## config.mk

```make
export PLATFORM = sky130hd
export DESIGN_NAME = cdc_req_source
export DESIGN_NICKNAME = d
export VERILOG_FILES = /design/src/rtl/cdc_req_source.sv
export SDC_FILE = /design/constraint.sdc
export NUM_CORES = 1
export LEC_CHECK = 0
export CAP_MARGIN = 30
export CORE_MARGIN = 2
export CORE_UTILIZATION = 43
export DETAILED_ROUTE_END_ITERATION = 12
export PLACE_DENSITY_LB_ADDON = 0.05
export SYNTH_ARGS = -nofsm -noshare
export SYNTH_HDL_FRONTEND = slang
export SYNTH_SLANG_ARGS = --single-unit
```

## constraint.sdc

```tcl
create_clock -name aclk -period 2.05 [get_ports aclk]
set_clock_uncertainty 0.2 [all_clocks]
set_input_delay 0.3075 -clock aclk [delete_from_list [all_inputs] [get_ports aclk]]
set_output_delay 0.3075 -clock aclk [all_outputs]
set_load 0.05 [all_outputs]
```

## src/rtl/cdc_req_source.sv

```systemverilog
// rtl/cdc_req_source.sv - launch side of a 4-phase req/ack CDC handshake
// Holds one word on cdc_data while cdc_req/ack complete a full four-phase cycle.
module cdc_req_source #(
  parameter int DATA_WIDTH = 32,
  parameter int TIMEOUT    = 0,
  parameter int CNT_WIDTH  = 16
) (
  input  logic                  aclk,
  input  logic                  arstn,
  input  logic                  i_valid,
  output logic                  i_ready,
  input  logic [DATA_WIDTH-1:0] i_data,
  output logic                  cdc_req,
  output logic [DATA_WIDTH-1:0] cdc_data,
  input  logic                  cdc_ack,
  output logic                  busy,
  output logic                  timeout_err,
  input  logic                  clr_err
);

  typedef enum logic [1:0] {S_IDLE, S_REQ, S_DROP} state_t;

  localparam bit                   LP_TMO_EN = (TIMEOUT > 0);
  localparam logic [CNT_WIDTH-1:0] LP_TMO    = CNT_WIDTH'(TIMEOUT);

  state_t                  r_state;
  state_t                  w_state_next;
  logic [1:0]              r_ack_sync;
  logic                    w_ack_s;
  logic                    r_req;
  logic [DATA_WIDTH-1:0]   r_data;
  logic [CNT_WIDTH-1:0]    r_cnt;
  logic                    r_err;
  logic                    w_accept;
  logic                    w_change;
  logic                    w_hit;

  assign w_ack_s  = r_ack_sync[1];
  assign w_accept = (r_state == S_IDLE) && i_valid;
  assign w_change = (w_state_next != r_state);

  always_ff @(posedge aclk) begin
    if (!arstn) begin
      r_state <= S_IDLE;
    end else begin
      r_state <= w_state_next;
    end
  end

  always_comb begin
    w_state_next = r_state;
    case (r_state)
      S_IDLE:  if (i_valid)  w_state_next = S_REQ;
      S_REQ:   if (w_ack_s)  w_state_next = S_DROP;
      S_DROP:  if (!w_ack_s) w_state_next = S_IDLE;
      default: w_state_next = S_IDLE;
    endcase
  end

  always_comb begin
    i_ready = (r_state == S_IDLE);
    busy    = (r_state != S_IDLE);
  end

  // cdc_data loads only on an IDLE accept, so it is quiet for the whole handshake
  always_ff @(posedge aclk) begin
    if (!arstn) begin
      r_ack_sync <= 2'b00;
      r_req      <= 1'b0;
      r_data     <= '0;
    end else begin
      r_ack_sync <= {r_ack_sync[0], cdc_ack};
      r_req      <= (w_state_next == S_REQ);
      if (w_accept) begin
        r_data <= i_data;
      end
    end
  end

  // Error fires only on the cycle the counter reaches the limit, so clr_err can clear it afterwards
  assign w_hit = LP_TMO_EN && busy && !w_change && (r_cnt == LP_TMO - 1'b1);

  always_ff @(posedge aclk) begin
    if (!arstn || !LP_TMO_EN) begin
      r_cnt <= '0;
      r_err <= 1'b0;
    end else begin
      if (w_change) begin
        r_cnt <= '0;
      end else if (busy && (r_cnt != LP_TMO)) begin
        r_cnt <= r_cnt + 1'b1;
      end
      if (w_hit) begin
        r_err <= 1'b1;
      end else if (clr_err) begin
        r_err <= 1'b0;
      end
    end
  end

  assign cdc_req     = r_req;
  assign cdc_data    = r_data;
  assign timeout_err = r_err;

endmodule
```

==> out/qor.yml, run 1 <==
status: "complete, no violations"
syn_area_per_cell_um2: 9.49
grt_pass1_wl_um: 5120
core-area_um2: 3340
cts_tree: "done"
std_cell_rows: 21
slowest_stage: "clkdlybuf4s50_1"
crit_type: "flop to output pin"
power.total_uw: 1660
slew_violations: 0
yosysUniqueCellTypes: 18
synth_edf_count: 0
drt_iter0_markers: 35
port_buffers: 70
cp_top_family: "buffers and inverters"
netlist_area_um2: 1500
critPathBufInv: 1
synthTopCellsByCount: "nand2_1 (64), dfxtp_1 (37), mux2i_1 (32)"
worstSkewPairLatency_ns: 0.32
grt_pass1_vias: 1202
worst_setup_path_end_kind: "output pin"
finalCriticalPeriod_ns: 2.00
grtUsageMet2_pct: 28.6
busiest_layer: "met2"
die_y_um: 63.0
fmax_mhz: 500
cap_violations: 0
ys.flop_type: "dfxtp_1"
rsz0062_at_grt: "no"
fin_nets: 263
min_path_type: "flop to flop"
cts_buffer_depth: 2
synth_top_cell_area_share_pct: 49.4
async_flop_share_pct: 0
max_stage_delay_ns: 0.81
viasPerCell: 4.58
die_x_um: 63.0
yosysWarnings: 0
use_met3_pct: 7.03
slew_headroom_pct: 64.9
drt_wl_total_um: 3030
ant_nets: 0
fin_tns_setup_ns: 0
num_antenna_cells: 0
syn_nets: 195
critPathArrivalTime_ns: 1.49
dieArea_um2: 3970
synth_area_leaders: "dfxtp_1 (49%), mux2i_1 (21%), nand2_1 (16%)"
first_pass_iters: 4
start_util_pct: 44.9
vdd_ir_drop_max_v: 0.000423
drcViolationCount: 0
hold_viol_final: 0
ys_seq_area_share_pct: 49.4
met1_usage_pct: 15.8
start_kind: "flop"
path_cells: "clkdlybuf4s50_1"
whs_ns: 0.241
regArea_um2: 741
power_leakage_uw: 0.00110
worst_slew_pin_slew_ns: 0.526
grt-ovfl-total: 0
ys_ff_latch: 37
htree_levels: 2
cts_root_buf: "clkbuf_4"
multi_input_area_um2: 647
setup_viol: 0
routed-via-count: 1246
wl_per_cell_um: 11.1
grt_usage_pct: 16.4
post-synth-top-count-cell: "nand2_1"
antenna_found_initial: 0
clk_pin_slew_ns: 0.10
synthCells: 158
gp_congestion: 0.683
synth_top_area_cell: "dfxtp_1"
ioPinCount: 73
fillerInstances: 275
hpwl_um: 2220
critPathRequiredTime_ns: 1.54
crit_path_max_fanout: 2
powerDensity_nw_per_um2: 722
grt_max_degree: 69
post-cts-setup-buffers: 0
cts_num_sinks: 37
layout-drive-gt1-share_pct: 6.19
syn2layout_area_growth_pct: 52.9
final.period_utilization_pct: 97.6
cts_made_buffers: 5
==> state kept, by name, indices dropped and copies added (netlist names) <==
register    count
r_ack_sync      2
r_state         2
cdc_data       32
cdc_req         1
==> where the power goes <==
group | switching, uW | internal, uW | leakage, uW
logic | 281 | 207 | 0.000763
clock network | 213 | 162 | 0.0000314
registers | 25.1 | 769 | 0.000305
total | 519 | 1140 | 0.00110
==> final timing paths <==
kind | cells past startpoint | start | slack, ns | to
setup / recovery | 1 | cdc_data[23] | 0.05 | cdc_data[23]
hold / removal | 1 | r_ack_sync[0] | 0.24 | r_ack_sync[1]
setup reg to reg | 3 | r_state[0] | 0.60 | cdc_data[23]
hold reg to reg | 1 | r_ack_sync[0] | 0.24 | r_ack_sync[1]
==> layer usage <==
layer | vias to the layer above | routed length, um
li1 | 634 | -
met1 | 555 | 1280
met2 | 50 | 1440
met3 | 7 | 252
met4 | 0 | 52
met5 | - | 0
==> cell type report <==
type / instances / share of cell area, %
repair buffers: 73 / 34.4
inverters: 1 / 0.164
well taps: 46 / 2.51
flip-flops and latches: 37 / 32.3
multi-input cells: 108 / 28.2
clock buffers: 7 / 2.40
==> layout by cell type, fill, tap and decap left out <==
| cell type | count |
|---|---|
| buf_12 | 4 |
| or2_2 | 1 |
| a21oi_1 | 2 |
| buf_2 | 1 |
| buf_4 | 1 |
| clkbuf_1 | 1 |
| and2_1 | 2 |
| conb_1 | 1 |
| or2b_1 | 1 |
| dlymetal6s2s_1 | 10 |
| mux2i_1 | 32 |
| clkbuf_4 | 5 |
| inv_1 | 1 |
| nor3b_4 | 1 |
| nand2b_1 | 2 |
| nand2_1 | 64 |
| and3_1 | 1 |
| xor2_1 | 1 |
| clkbuf_8 | 1 |
| dfxtp_1 | 37 |
| clkdlybuf4s50_1 | 57 |
==> per-stage QoR <==
stage,cell area [um2],worst slack (ns),util (%),cells
final,2290,0.0498,68.7,272
after CTS,2270,0.0273,67.9,272
after detailed placement,2210,0.202,66.3,265
after floorplan,1500,0.423,-,158
after global placement,2210,0.263,66.3,265
after global routing,2290,0.000742,68.7,272
==> kinds of logic after synthesis <==
kind of cell    Yosys count  share of synthesized area, %
simple gates             72                          19.9
flops                    37                          49.4
mux                      32                          21.4
buf+inv                  13                          7.85
compound gates            2                         0.668
xor+xnor                  1                         0.584
other cells               1                         0.250
==> what timing repair did <==
action	4_1_cts	5_1_grt
setup endpoints to repair	0	10
gates resized for setup	0	10
hold buffers	0	0
Note: power is estimated with default switching activity, not from simulation.
==> inputs of run 2 (changes only) <==
--- a/config.mk
+++ b/config.mk
@@ -10,6 +10,7 @@
 export CORE_UTILIZATION = 43
 export DETAILED_ROUTE_END_ITERATION = 12
 export PLACE_DENSITY_LB_ADDON = 0.05
+export SKIP_CTS_REPAIR_TIMING = 1
 export SYNTH_ARGS = -nofsm -noshare
 export SYNTH_HDL_FRONTEND = slang
 export SYNTH_SLANG_ARGS = --single-unit
==> results of run 2 <==
Final layout, timing and power as in run 1 (identical DEF).
